### src/rtl/mac_tx_interface.sv
// mac_tx_interface
// Drains packets (one header word followed by its data words) from the
// 512-entry TX buffer into the 64-bit 10G MAC Tx client interface. Each
// packet is streamed without gaps once the MAC acknowledges the start of the
// frame. The block hands back a committed read pointer so the 250 MHz host
// side can reclaim buffer space. Only packets the host has already committed
// are read, so the MAC never sees an underrun.
module mac_tx_interface #(
   parameter int MAX_FRAME_BYTES = 1518
) (
   input  logic        clk,
   input  logic        reset_n,
   output logic [63:0] tx_data,
   output logic [7:0]  tx_data_valid,
   output logic        tx_start,
   input  logic        tx_ack,
   output logic        tx_underrun,
   output logic [8:0]  rd_addr,
   input  logic [63:0] rd_data,
   input  logic [9:0]  commited_wr_address,
   output logic [9:0]  commited_rd_address,
   output logic [31:0] frames_sent_counter,
   output logic [31:0] bad_desc_counter
);

   localparam logic [2:0] ST_IDLE   = 3'd0;
   localparam logic [2:0] ST_HDR    = 3'd1;
   localparam logic [2:0] ST_START  = 3'd2;
   localparam logic [2:0] ST_DATA   = 3'd3;
   localparam logic [2:0] ST_COMMIT = 3'd4;

   // START is split into three phases because the buffer read has one cycle
   // of latency: LOAD captures word 1 into the output register, FIRST is the
   // first cycle tx_start is visible (word 2 is on rd_data), WAIT covers any
   // further cycles until the MAC acknowledges (word 2 held in nxt_word).
   localparam logic [1:0] PH_LOAD  = 2'd0;
   localparam logic [1:0] PH_FIRST = 2'd1;
   localparam logic [1:0] PH_WAIT  = 2'd2;

   logic [2:0]  state;
   logic [1:0]  phase;

   logic [9:0]  wr_reg0;
   logic [9:0]  wr_reg1;
   logic [9:0]  wr_sync;

   // rd_ptr is the extended read pointer driving the buffer address. It runs
   // ahead of the word on tx_data so that one word per cycle can be presented.
   logic [9:0]  rd_ptr;
   logic [9:0]  next_hdr;
   logic [7:0]  words_total;
   logic [7:0]  words_left;
   logic [7:0]  last_mask;
   logic [63:0] nxt_word;

   logic [31:0] hdr_len;
   logic        hdr_bad;
   logic [7:0]  hdr_words;
   logic [7:0]  hdr_mask;

   // Byte-valid mask of the final word of a frame from len mod 8.
   function automatic logic [7:0] tail_mask(input logic [2:0] rem);
      logic [15:0] ones;
      ones = (16'd1 << rem) - 16'd1;
      if (rem == 3'd0) begin
         return 8'hFF;
      end
      return ones[7:0];
   endfunction

   assign rd_addr     = rd_ptr[8:0];
   assign tx_underrun = 1'b0;

   // Decode the header word currently returned by the buffer. Only the low
   // 11 bits of len matter once the corrupt-length check has passed.
   always_comb begin
      hdr_len   = rd_data[63:32];
      hdr_bad   = hdr_len > 32'(MAX_FRAME_BYTES);
      hdr_words = 8'((hdr_len[10:0] + 11'd7) >> 3);
      hdr_mask  = tail_mask(hdr_len[2:0]);
   end

   // Two-stage capture of the host write pointer; the filtered copy only
   // follows when both stages agree, so a multi-bit change caught mid-flight
   // is never used.
   always_ff @(posedge clk or negedge reset_n) begin
      if (!reset_n) begin
         wr_reg0 <= '0;
         wr_reg1 <= '0;
         wr_sync <= '0;
      end else begin
         wr_reg0 <= commited_wr_address;
         wr_reg1 <= wr_reg0;
         if (wr_reg0 == wr_reg1) begin
            wr_sync <= wr_reg1;
         end
      end
   end

   // Frame sequencer: header fetch and decode, start handshake with the MAC,
   // gap-free data streaming and commit of the read pointer.
   always_ff @(posedge clk or negedge reset_n) begin
      if (!reset_n) begin
         state               <= ST_IDLE;
         phase               <= PH_LOAD;
         rd_ptr              <= '0;
         next_hdr            <= '0;
         words_total         <= '0;
         words_left          <= '0;
         last_mask           <= '0;
         nxt_word            <= '0;
         tx_data             <= '0;
         tx_data_valid       <= '0;
         tx_start            <= 1'b0;
         commited_rd_address <= '0;
         frames_sent_counter <= '0;
         bad_desc_counter    <= '0;
      end else begin
         case (state)
            ST_IDLE: begin
               tx_data       <= '0;
               tx_data_valid <= '0;
               tx_start      <= 1'b0;
               // rd_addr already points at the header; step ahead to word 1
               // so it is being read while the header is decoded.
               if (rd_ptr != wr_sync) begin
                  rd_ptr <= rd_ptr + 10'd1;
                  state  <= ST_HDR;
               end
            end

            ST_HDR: begin
               if (hdr_len == 32'd0) begin
                  // Empty packet: rd_ptr is already hdr + 1.
                  commited_rd_address <= rd_ptr;
                  state               <= ST_IDLE;
               end else if (hdr_bad) begin
                  // Nothing after a corrupt header can be trusted, so drop
                  // everything the host has committed so far.
                  rd_ptr              <= wr_sync;
                  commited_rd_address <= wr_sync;
                  bad_desc_counter    <= bad_desc_counter + 32'd1;
                  state               <= ST_IDLE;
               end else begin
                  rd_ptr      <= rd_ptr + 10'd1;
                  next_hdr    <= rd_ptr + {2'b00, hdr_words};
                  words_total <= hdr_words;
                  last_mask   <= hdr_mask;
                  phase       <= PH_LOAD;
                  state       <= ST_START;
               end
            end

            ST_START: begin
               case (phase)
                  PH_LOAD: begin
                     tx_data       <= rd_data;
                     tx_data_valid <= (words_total == 8'd1) ? last_mask : 8'hFF;
                     tx_start      <= 1'b1;
                     rd_ptr        <= rd_ptr + 10'd1;
                     phase         <= PH_FIRST;
                  end
                  default: begin
                     if (phase == PH_FIRST) begin
                        nxt_word <= rd_data;
                     end
                     if (tx_ack) begin
                        tx_start <= 1'b0;
                        if (words_total == 8'd1) begin
                           tx_data       <= '0;
                           tx_data_valid <= '0;
                           state         <= ST_COMMIT;
                        end else begin
                           tx_data       <= (phase == PH_FIRST) ? rd_data : nxt_word;
                           tx_data_valid <= (words_total == 8'd2) ? last_mask : 8'hFF;
                           words_left    <= words_total - 8'd2;
                           rd_ptr        <= rd_ptr + 10'd1;
                           state         <= ST_DATA;
                        end
                     end else begin
                        phase <= PH_WAIT;
                     end
                  end
               endcase
            end

            ST_DATA: begin
               if (words_left == 8'd0) begin
                  tx_data       <= '0;
                  tx_data_valid <= '0;
                  state         <= ST_COMMIT;
               end else begin
                  tx_data       <= rd_data;
                  tx_data_valid <= (words_left == 8'd1) ? last_mask : 8'hFF;
                  words_left    <= words_left - 8'd1;
                  rd_ptr        <= rd_ptr + 10'd1;
               end
            end

            ST_COMMIT: begin
               rd_ptr              <= next_hdr;
               commited_rd_address <= next_hdr;
               frames_sent_counter <= frames_sent_counter + 32'd1;
               state               <= ST_IDLE;
            end

            default: begin
               state <= ST_IDLE;
            end
         endcase
      end
   end

endmodule

### config.mk
export PLATFORM = sky130hd
export DESIGN_NAME = mac_tx_interface
export DESIGN_NICKNAME = d
export VERILOG_FILES = /design/src/rtl/mac_tx_interface.sv
export SDC_FILE = /design/constraint.sdc
export NUM_CORES = 1
export LEC_CHECK = 0
export ABC_AREA = 0
export ABC_CLOCK_PERIOD_IN_PS = 2100
export CORE_ASPECT_RATIO = 0.9
export CORE_MARGIN = 2
export CORE_UTILIZATION = 35
export DETAILED_ROUTE_END_ITERATION = 10
export GPL_TIMING_DRIVEN = 0
export SKIP_CTS_REPAIR_TIMING = 1
export SYNTH_ARGS = -nofsm -noshare
export SYNTH_HDL_FRONTEND = slang
export SYNTH_SLANG_ARGS = --single-unit
### constraint.sdc
create_clock -name clk -period 2.1 [get_ports clk]
set_input_delay 0.315 -clock clk [delete_from_list [all_inputs] [get_ports clk]]
set_output_delay 0.315 -clock clk [all_outputs]
set_load 0.1 [all_outputs]
# After elaboration in Yosys (flattened, before gate mapping)
# Cells that the tools add are included.
# classes
n_mul	0
n_bitwise	3
n_addsub	8
order_cmp	1
n_reduce_logical	21
eq_ne	22
n_shift	1
n_mux	49
div	0
# ops
op	n
64-bit 2-to-1 mux	5
64-bit one-hot mux with 3 select lines	1
8-bit 2-to-1 mux	13
10-bit 2-to-1 mux	9
32-bit by 1-bit adder with 32-bit output (second input constant)	2
10-bit one-hot mux with 5 select lines	1
32-bit by 11-bit greater-than comparator with 1-bit output (second input constant)	1
32-bit zero test	1
8-bit one-hot mux with 3 select lines	1
10-bit one-hot mux with 2 select lines	1
8-bit by 1-bit equality test with 1-bit output (second input constant)	2
2-bit != test (second input constant)	8
8-bit one-hot mux with 2 select lines	1
8-bit by 1-bit subtractor with 8-bit output (second input constant)	2
3-bit 2-to-1 mux	5
2-bit 2-to-1 mux	6
3-bit != test (second input constant)	4
3-bit one-hot mux with 4 select lines	1
11-bit by 3-bit adder with 11-bit output (second input constant)	1
10-bit by 1-bit adder with 10-bit output (second input constant)	1
10-bit by 8-bit adder with 10-bit output	1
10-bit equality test	1
10-bit != test	1
8-bit by 2-bit equality test with 1-bit output (second input constant)	1
other kinds (21)	35
# word_totals
wordCells	122
romBits	0
latch_bits	0
regBits	290
ram_bits	0
n_memories	0
input_bits	77
out_inout_bits	157

# Longest topological paths before layout
# Gate-level depths: netlist of the first run.
# logic_depth
word_depth	6
mapped_depth	13
mapped_depth_nobuf	12

# Worst setup path after synthesis of the first run
# Ideal clock, no wire load.
# synth_path
path_kind	in2reg
start	in rd_data[34]
end	reg next_hdr[8]
t_arrival_ns	2.493
path_slack_ns	-0.521
path_buffers	1
path_stages	11
path_cell_list	buf_2 > or3_1 > nand3_1 > nor2_1 > xor2_1 > ha_1 > nor2b_1 > or3_1 > a211oi_1 > xor2_1 > o21ai_0
# synth_between
word_cells_on_any_way	7
# synth_rtl
item	line_no	rtl
start, declared	19	input logic [63:0] rd_data,
11-bit by 3-bit adder with 11-bit output	79	hdr_words = 8'((hdr_len[10:0] + 11'd7) >> 3);
via hdr_words[3]	58	logic [7:0] hdr_words;
10-bit by 8-bit adder with 10-bit output	146	next_hdr <= rd_ptr + {2'b00, hdr_words};
end signal, assigned	146	
end, declared	50	logic [9:0] next_hdr;
# The timed path passes the listed nets, and every way through them passes these cells.
# A chain may end at the register's enable or synchronous reset.

# Worst setup path after layout of the first run
# layout_path
start	in rd_data[34]
end	reg next_hdr[9]
# Same word-level chain as after synthesis.

==> metrics.cfg, run 1 <==
[logic_synthesis]
synth-seq-cells = 290
synth-xor-area-share_pct = 7.25
yosys_warnings = 0
synth_edf_count = 0
ys_top_cells_by_area = dfrtp_1 (54%), mux2_2 (6.7%), nand2_1 (4.2%)
synth_area_sq_um = 13500
synthSimpleGateAreaFrac_pct = 12.7
synth_compound_area_share_pct = 12.3
synthMuxAreaShare_pct = 8.98
synth_top_area_cell = dfrtp_1
async_flop_share_pct = 100
ys_seq_area_share_pct = 53.6
syn-num-nets = 1314
synth_top_family_by_area = simple AND/OR/NAND/NOR gates
synthAdderAreaFrac_pct = 1.54
syn_avg_cell_area_sq_um = 11.1
yosysUniqueCellTypes = 72
synth_top_area_share_pct = 53.6
yosys_most_used_dff = dfrtp_1
netlist_instances = 1221

[setup_path]
r2r-start = rd_ptr[0]
critPathLaunchType = input port
worstSetupPathType = input port to flip-flop
cp-end-kind = flip-flop
startpoint = rd_data[34]
worstPathArrival_ns = 2.71
required_ns = 2.56
path_max_fanout = 7

[placed_design]
place_hpwl_mm = 26.3
place_area_sq_um = 16700
pre_cts_slack_ns = -1.23
place_congestion = 0.798
place_inst = 1942
port_buffers = 229

[power_and_ir_drop]
p_switching_w = 0.0124
clkPwrFrac_pct = 22.4
combinationalPowerShare_pct = 48.0
leakage_nw = 10.7
power.density_nw_per_um2 = 1420
p_int_w = 0.0147
swShare_pct = 45.7
max-vdd-ir-drop_mv = 1.45
seqPwrFrac_pct = 29.6

[global_route]
antenna_found_initial = 3
use_met3_pct = 2.95
first_global_vias = 10322
grt_max_degree = 102
grt.busiest_layer = met2
grt-ovfl-total = 0
grt_pass1_wl_mm = 58.1
use_met2_pct = 28.7
met1_usage_pct = 26.0
grt_usage_pct = 18.2

[sta]
hold_violations = 93
finalSetupViolCount = 13
layout_setup_ws_ns = -0.157
clock.fmax_mhz = 443
worstMarginPinSlew_ns = 1.06
rsz0062_at_grt = yes
fin_skew_ns = 0.0191
maxSlewViolCount = 0
slew_headroom_pct = 29.0
fin_hold_ws_ns = -0.213
fin_crit_ns = 2.26
timing.final.crit_share_pct = 107

[die]
die_w_um = 211
core.rowCount = 68
coreArea_sq_um = 38200
start_util_pct = 35.4
die_height_um = 191
ios = 234
dieArea_sq_um = 40300

[detailed_routing]
avgRoutedWirePerCell_um = 18.4
drcViolationCount = 0
dr_total_vias = 10402
drt_iter0_markers = 734
dr.pass1.iters = 4
drtAntennaViolNets = 0
routed_wirelength_mm = 37.6
via_per_inst = 5.09

[cts]
path_clk_slew_ns = 0.06
cts.root.buffer_cell = clkbuf_16
cts-htree-levels = 2
cts_made_buffers = 34
cts_tree = yes
insertion_delay_ns = 0.53
clock-sinks = 290
clk_path_buf_depth = 3

[cells_and_area]
synthToLayoutAreaGrowth_pct = 40.9
layout_common_cells = dfrtp_1 (245), dlymetal6s2s_1 (160), nand2_1 (149)
final_area_sq_um = 19100
stdcell_count = 2043
drive_gt1_share_pct = 25.6
fill_cells = 3405
fin_nets = 1619
final_common_cell = dfrtp_1

[flow_run]
drv_cap = 0

[run_status]
violations = hold timing, setup timing
status = finished, violations left

[min_path]
hp-class = input port to async pin

synth_stat cells (all sizes together), types with 6 or more instances:
cell and instances:
buf 51, nor2 48, or3 6, xnor2 65, and3 14, nor3 20
a22oi 66, inv 25, clkbuf 22, a21oi 37, ha 15, and4 7
nand2 152, mux2 91, mux2i 19, o211ai 9, nor4 14, o21ai 110
nand4 14, dfrtp 290, nand3 37, xor2 47
final timing paths:
| kind | endpoint | slack [ns] | cells after the start |
|---|---|---|---|
| setup / recovery | next_hdr[9] | -0.16 | 14 |
| hold / removal | wr_reg1[3] | -0.21 | 1 |
| setup reg to reg | next_hdr[8] | -0.11 | 8 |
| hold reg to reg | wr_reg1[7] | 0.39 | 0 |
| max in group asynchronous | tx_data[41] | 0.88 | 3 |
| min in group clk | nxt_word[32] | 0.12 | 2 |
state kept, by name, indices dropped and copies added (netlist names), 32 cells and up:
| name | count |
|---|---|
| frames_sent_counter | 32 |
| nxt_word | 64 |
| tx_data | 64 |
| bad_desc_counter | 32 |
power by group through the flow:
stage                     Clock [W]  Combinational, W  Sequential [W]
after floorplan                   0           0.00492          0.0121
after global placement            0            0.0122         0.00807
after detailed placement          0            0.0123         0.00810
after CTS                   0.00623            0.0123         0.00801
after global routing        0.00651            0.0138         0.00821
final                       0.00607            0.0130         0.00802
final cells by class:
type                            count  area (sq um)  area share, %
Sequential cell                   290          7350           38.5
Multi-Input combinational cell    833          6320           33.1
Timing Repair Buffer              272          3020           15.8
Clock buffer                       49           978           5.13
Tap cell                          490           613           3.21
Buffer                             70           518           2.72
Clock inverter                     13           173          0.905
Inverter                           25          93.8          0.492
Antenna cell                        1          2.50         0.0131
critical path: stages:
cell and delay, ns:
clkbuf_2 0.13, buf_8 0.13, or3_4 0.17, nand3_4 0.12, nor2_4 0.25, nand3_4 0.12
xnor2_4 0.20, ha_4 0.29, o21a_1 0.19, o21ai_2 0.10, a221oi_2 0.28, o21ai_1 0.12
xor2_1 0.17, o21ai_1 0.12
metal layers:
metal / up-vias / wire [um]
li1: 4915 / -
met1: 5216 / 17600
met2: 206 / 17600
met3: 63 / 1510
met4: 2 / 856
met5: - / 13
stage by stage:
stage | util [%] | total power (W) | setup TNS [ns]
3_5_place_dp | 43.6 | 0.0204 | -85.35
5_1_grt | 49.9 | 0.0285 | -2.86
3_3_place_gp | 43.5 | 0.0202 | -3715.28
2_1_floorplan | - | 0.0170 | -1.38
6_report | 49.9 | 0.0271 | -0.829
4_1_cts | 46.6 | 0.0266 | -72.98
cells by family after synthesis:
kind of cell | Yosys count
AO/OA/AOI/OAI | 258
other | 1
multiplexers | 110
AND/OR/NAND/NOR | 336
buffers and inverters | 98
XOR/XNOR | 112
flip-flops | 290
adder cells (fa/ha/maj) | 16
Power figures use the tool's default switching activity.
==> run 2, diff against run 1 <==
CORE_ASPECT_RATIO = unset   (was 0.9)
CTS_CLUSTER_DIAMETER = 40   (was unset)
SKIP_CTS_REPAIR_TIMING = unset   (was 1)
==> metrics.cfg, run 2 (synthesis gave the netlist of run 1 again) <==
[cts]
cts-htree-levels = 2  ; unchanged
cts.root.buffer_cell = clkbuf_16  ; unchanged
path_clk_slew_ns = 0.06  ; about the same
clock-sinks = 290  ; unchanged
cts_made_buffers = 49  ; was 34
insertion_delay_ns = 0.58  ; was 0.53 ns
clk_path_buf_depth = 3  ; unchanged
cts_tree = yes  ; unchanged

[cells_and_area]
reg.largest.list = nxt_word x64, tx_data x64  ; unchanged
drive_gt1_share_pct = 36.3  ; was 25.6%
final-seq-area_sq_um = 7350  ; about the same
synthToLayoutAreaGrowth_pct = 44.5  ; was 40.9%
final_common_cell = dfrtp_1  ; unchanged
layout_common_cells = dfrtp_1 (243), nand2_1 (148), clkdlybuf4s15_2 (140)  ; was dfrtp_1 (245), dlymetal6s2s_1 (160), nand2_1 (149)
multi_input_area_sq_um = 6280  ; was 6320 sq um
fill_cells = 3489  ; was 3405
fin_util_pct = 50.9  ; was 49.9%
fin_nets = 1636  ; was 1619
final_area_sq_um = 19600  ; was 19100 sq um

[power_and_ir_drop]
p_switching_w = 0.0130  ; was 0.0124 W
seqPwrFrac_pct = 27.1  ; was 29.6%
leakage_nw = 8.50  ; was 10.7 nW
combinationalPowerShare_pct = 43.2  ; was 48.0%
p_int_w = 0.0169  ; was 0.0147 W
clkPwrFrac_pct = 29.7  ; was 22.4%
max-vdd-ir-drop_mv = 0.980  ; was 1.45 mV
total_power_w = 0.0299  ; was 0.0271 W
swShare_pct = 43.5  ; was 45.7%
power.density_nw_per_um2 = 1530  ; was 1420 nW/um^2

[placed_design]
place_hpwl_mm = 25.8  ; was 26.3 mm
place_congestion = 0.813  ; was 0.798
port_buffers = 229  ; unchanged
place_area_sq_um = 16700  ; about the same

[setup_path]
r2r-start = rd_ptr[0]  ; unchanged
crit_chain = ha_4 -> fa_2 -> a21oi_2 -> nor2b_2 -> or3_4 -> a211oi_4 -> xor2_1 -> o21ai_1  ; was clkbuf_2 -> buf_8 -> or3_4 -> nand3_4 -> nor2_4 -> nand3_4 -> xnor2_4 -> ha_4 -> o21a_1 -> o21ai_2 -> a221oi_2 -> o21ai_1 -> xor2_1 -> o21ai_1
rr_worst_depth = 8  ; unchanged
cp-end-kind = flip-flop  ; unchanged
slowest_delay_ns = 0.43  ; was 0.29 ns
required_ns = 2.54  ; was 2.56 ns
critPathLaunchType = flip-flop  ; was input port
path_buf_inv = 0  ; was 2
reg2reg_to = next_hdr[8]  ; unchanged
cpLargestDelayFamily = adder cells  ; was compound AO/OA/AOI/OAI gates
path_max_fanout = 3  ; was 7
worstPathArrival_ns = 2.68  ; was 2.71 ns
r2r_slack_ns = -0.13  ; was -0.11 ns
worstSetupPathType = flip-flop to flip-flop  ; was input port to flip-flop
slowest_stage = dfrtp_2  ; was ha_4

[global_route]
grt_pass1_wl_mm = 59.5  ; was 58.1 mm
first_global_vias = 10677  ; was 10322
grt-ovfl-total = 0  ; unchanged
grt_max_degree = 113  ; was 102
grt_usage_pct = 18.4  ; was 18.2%
antenna_found_initial = 2  ; was 3

[run_status]
violations = setup timing  ; was hold timing, setup timing
status = finished, violations left  ; unchanged

[detailed_routing]
via_per_inst = 4.96  ; was 5.09
drtAntennaViolNets = 0  ; unchanged
drcViolationCount = 0  ; unchanged
dr.pass1.iters = 5  ; was 4
routed_wirelength_mm = 37.2  ; was 37.6 mm
dr_total_vias = 10441  ; was 10402
avgRoutedWirePerCell_um = 17.7  ; was 18.4 um
drt_iter0_markers = 441  ; was 734

[die]
start_util_pct = 35.3  ; was 35.4%
die_w_um = 201  ; was 211 um
ios = 234  ; unchanged
dieArea_sq_um = 40200  ; was 40300 sq um
coreArea_sq_um = 38400  ; was 38200 sq um
die_height_um = 201  ; was 191 um
core.rowCount = 72  ; was 68

[sta]
finalSetupViolCount = 3  ; was 13
fin_skew_ns = 0.0186  ; was 0.0191 ns
clock.fmax_mhz = 448  ; was 443 MHz
maxSlewViolCount = 0  ; unchanged
timing.final.crit_share_pct = 106  ; was 107%
worstMarginPinSlew_ns = 0.949  ; was 1.06 ns
fin_setup_tns_ns = -0.237  ; was -0.829 ns
layout_setup_ws_ns = -0.134  ; was -0.157 ns
hold_violations = 0  ; was 93
slew_headroom_pct = 37.0  ; was 29.0%
rsz0062_at_grt = yes  ; unchanged
fin_crit_ns = 2.23  ; was 2.26 ns

[min_path]
hp-start = rd_data[32]
hold_end = nxt_word[32]
whs_path_depth = 2
hp-class = input port to flip-flop  ; was input port to async pin

[flow_run]
drv_cap = 0  ; unchanged

==> run 2: repair_timing <==
| item | CTS | global route |
|---|---|---|
| cloned | 1 | 1 |
| gates resized for setup | 542 | 121 |
| hold buffers | 1 | 0 |
| setup buffers | 19 | 21 |
| setup endpoints to repair | 362 | 200 |
| pin swaps | 26 | 45 |
| endpoints found under the hold margin | 69 | 0 |
==> run 2: stage by stage <==
| stage | std cells | worst slack (ns) | hold slack [ns] |
|---|---|---|---|
| 3_3_place_gp | 1968 | -14.23 | 0.388 |
| 4_1_cts | 2080 | -0.150 | 0.0257 |
| 2_1_floorplan | 1221 | -0.370 | 0.0194 |
| 3_5_place_dp | 1970 | -1.25 | 0.312 |
| 5_1_grt | 2103 | -0.242 | 0.0659 |
| 6_report | 2103 | -0.134 | 0.0577 |
==> run 2: worst reg2reg max path: cells and delay by family, from the launching register on <==
| family | cells | cell delay, ns |
|---|---|---|
| and+or+nand+nor | 2 | 0.41 |
| xor gates and xnor gates | 1 | 0.20 |
| DFF | 1 | 0.43 |
| AOI/OAI and AO/OA | 3 | 0.50 |
| adders and majority gates | 2 | 0.55 |
==> run 2: metal layers <==
layer  wire length, um  track usage (%)
met1             16500             24.3
met2             18000             29.3
met3              1460             3.49
met4              1290             9.13
met5                 0                0
==> run 2: final cells by class <==
| class | count | area share, % |
|---|---|---|
| clock inverter | 38 | 2.94 |
| multi-input combinational | 833 | 32.1 |
| buffer | 70 | 2.66 |
| timing repair buffer | 274 | 14.4 |
| antenna | 2 | 0.0256 |
| inverter | 25 | 0.480 |
| sequential | 290 | 37.6 |
| tap | 518 | 3.32 |
| clock buffer | 53 | 6.40 |
==> run 2: power groups by stage <==
stage / Sequential, W / Clock, W / Combinational (W)
finish: 0.00808 / 0.00887 / 0.0129
global route: 0.00826 / 0.00929 / 0.0137
CTS: 0.00802 / 0.00907 / 0.0125
detailed placement: 0.00809 / 0 / 0.0123
global placement: 0.00807 / 0 / 0.0122
floorplan: 0.0121 / 0 / 0.00492
==> run 2: worst max-delay path by stage <==
stage,slack (ns),from,depth (start not counted),to
after floorplan,-0.37,rd_data[34],11,next_hdr[8]
after global placement,-14.23,reset_n,1,bad_desc_counter[7]
after detailed placement,-1.25,rd_data[33],14,next_hdr[9]
after CTS,-0.15,rd_data[33],12,next_hdr[8]
after global routing,-0.24,rd_ptr[0],8,next_hdr[8]
final,-0.13,rd_ptr[0],8,next_hdr[8]
==> run 3, diff against run 2 <==
CELL_PAD_IN_SITES_DETAIL_PLACEMENT = 0   (was unset)
CELL_PAD_IN_SITES_GLOBAL_PLACEMENT = 1   (was unset)
PLACE_DENSITY_LB_ADDON = 0.1   (was unset)
==> metrics.cfg, run 3 (synthesis gave the netlist of run 1 again) <==
[cells_and_area]
fill_cells = 3548  ; was 3489
final-seq-area_sq_um = 7350  ; about the same
fin_nets = 1633  ; was 1636
final_common_cell = dfrtp_1  ; unchanged
fin_util_pct = 51.3  ; was 50.9%
antennaDiodeCount = 0  ; was 2
stdcell_count = 2101  ; was 2103
drive_gt1_share_pct = 36.8  ; was 36.3%
multi_input_area_sq_um = 6360  ; was 6280 sq um
synthToLayoutAreaGrowth_pct = 45.5  ; was 44.5%
final_area_sq_um = 19700  ; was 19600 sq um
layout_common_cells = dfrtp_1 (242), nand2_1 (149), clkdlybuf4s15_2 (130)  ; was dfrtp_1 (243), nand2_1 (148), clkdlybuf4s15_2 (140)
reg.largest.list = nxt_word x64, tx_data x64  ; unchanged

[min_path]
whs_path_depth = 2  ; unchanged
hp-class = input port to flip-flop  ; unchanged

[global_route]
met1_usage_pct = 27.3  ; was 24.3%
use_met2_pct = 29.3  ; about the same
grt_usage_pct = 19.0  ; was 18.4%
use_met3_pct = 3.90  ; was 3.49%
antenna_found_initial = 0  ; was 2
grt-ovfl-total = 0  ; unchanged
first_global_vias = 10275  ; was 10677
grt.busiest_layer = met2  ; unchanged
grt_max_degree = 107  ; was 113
grt_pass1_wl_mm = 60.3  ; was 59.5 mm

[cts]
cts_tree = yes  ; unchanged
cts_made_buffers = 53  ; was 49
path_clk_slew_ns = 0.05  ; was 0.06 ns
cts-htree-levels = 2  ; unchanged
clock-sinks = 290  ; unchanged
cts.root.buffer_cell = clkbuf_16  ; unchanged
clk_path_buf_depth = 3  ; unchanged
insertion_delay_ns = 0.58  ; about the same

[setup_path]
worstSetupPathType = flip-flop to flip-flop  ; unchanged
rr_worst_depth = 8  ; unchanged
startpoint = rd_ptr[0]  ; unchanged
required_ns = 2.55  ; was 2.54 ns
critPathLaunchType = flip-flop  ; unchanged
path_max_fanout = 2  ; was 3
worstPathArrival_ns = 2.59  ; was 2.68 ns
cp-end-kind = flip-flop  ; unchanged
worstSetupEndpoint = next_hdr[8]  ; unchanged
r2r_slack_ns = -0.04  ; was -0.13 ns
r2r-start = rd_ptr[0]  ; unchanged
reg2reg_to = next_hdr[8]  ; unchanged

[die]
dieArea_sq_um = 40200  ; unchanged
die_height_um = 201  ; unchanged
die_w_um = 201  ; unchanged
start_util_pct = 35.3  ; unchanged
coreArea_sq_um = 38400  ; unchanged
core.rowCount = 72  ; unchanged
ios = 234  ; unchanged

[detailed_routing]
drtAntennaViolNets = 0  ; unchanged
routed_wirelength_mm = 38.1  ; was 37.2 mm
via_per_inst = 4.90  ; was 4.96
drt_iter0_markers = 393  ; was 441
drcViolationCount = 0  ; unchanged
dr_total_vias = 10301  ; was 10441
dr.pass1.iters = 6  ; was 5
avgRoutedWirePerCell_um = 18.1  ; was 17.7 um

[placed_design]
place_congestion = 0.797  ; was 0.813
place_area_sq_um = 16700  ; unchanged
place_hpwl_mm = 26.3  ; was 25.8 mm
place_inst = 1970  ; unchanged
port_buffers = 229  ; unchanged

[sta]
timing.final.crit_share_pct = 102  ; was 106%
clock.fmax_mhz = 468  ; was 448 MHz
rsz0062_at_grt = yes  ; unchanged
slew_headroom_pct = 36.5  ; was 37.0%
maxSlewViolCount = 0  ; unchanged
layout_setup_ws_ns = -0.0381  ; was -0.134 ns
worstMarginPinSlew_ns = 0.956  ; was 0.949 ns
finalSetupViolCount = 3  ; unchanged
hold_violations = 0  ; unchanged
fin_crit_ns = 2.14  ; was 2.23 ns
fin_setup_tns_ns = -0.0781  ; was -0.237 ns
fin_skew_ns = 0.0186  ; about the same

[power_and_ir_drop]
power.density_nw_per_um2 = 1550  ; was 1530 nW/um^2
max-vdd-ir-drop_mv = 1.01  ; was 0.980 mV
leakage_nw = 8.51  ; was 8.50 nW

[run_status]
violations = setup timing  ; unchanged
status = finished, violations left  ; unchanged

[flow_run]
drv_cap = 0  ; unchanged

## run 3: worst min-delay path by stage
stage	startpoint	end
detailed placement	reset_n	frames_sent_counter[24]
floorplan	reset_n	bad_desc_counter[0]
global placement	wr_reg0[8]	wr_reg1[8]
CTS	rd_data[32]	nxt_word[32]
global route	rd_data[32]	nxt_word[32]
finish	rd_data[32]	nxt_word[32]
## run 3: layout make-up
type                       instances  area share [%]
timing repair buffer             266            13.7
tap                              518            3.29
multi-input combinational        833            32.3
sequential                       290            37.4
buffer                            71            2.97
clock inverter                    27            2.14
inverter                          25           0.477
clock buffer                      71            7.75
## run 3: what timing repair did
action / in CTS / in global routing
hold buffers: 1 / 0
setup buffers: 17 / 17
gates resized for setup: 531 / 152
pin swaps: 24 / 34
endpoints found under the hold margin: 82 / 0
setup endpoints to repair: 365 / 217
## run 3: power breakdown
| group | internal [W] | switching, W | leakage [nW] |
|---|---|---|---|
| logic | 0.00409 | 0.00911 | 3.87 |
| clock network | 0.00631 | 0.00295 | 0.946 |
| registers | 0.00707 | 0.00101 | 3.70 |
## run 3: through the flow
step                      setup slack (ns)  total power [W]  hold WS (ns)
after global routing                -0.127           0.0320        0.0409
final                              -0.0381           0.0305        0.0632
after detailed placement             -1.15           0.0205         0.370
after global placement              -14.79           0.0204         0.385
after CTS                          -0.0664           0.0300        0.0277
after floorplan                     -0.370           0.0170        0.0194
## run 3: worst max-delay path, stage by stage (launching register included)
cell	delay, ns
dfrtp_2	0.44
ha_4	0.18
fa_2	0.36
a21oi_4	0.16
nor2b_4	0.05
or3_4	0.34
a211oi_2	0.21
xor2_1	0.18
o21ai_1	0.08
## run 3: layer usage
| metal | wire length (um) | vias to the layer above |
|---|---|---|
| li1 | - | 4961 |
| met1 | 18300 | 5078 |
| met2 | 17400 | 207 |
| met3 | 1710 | 55 |
| met4 | 725 | 0 |
| met5 | 0 | - |
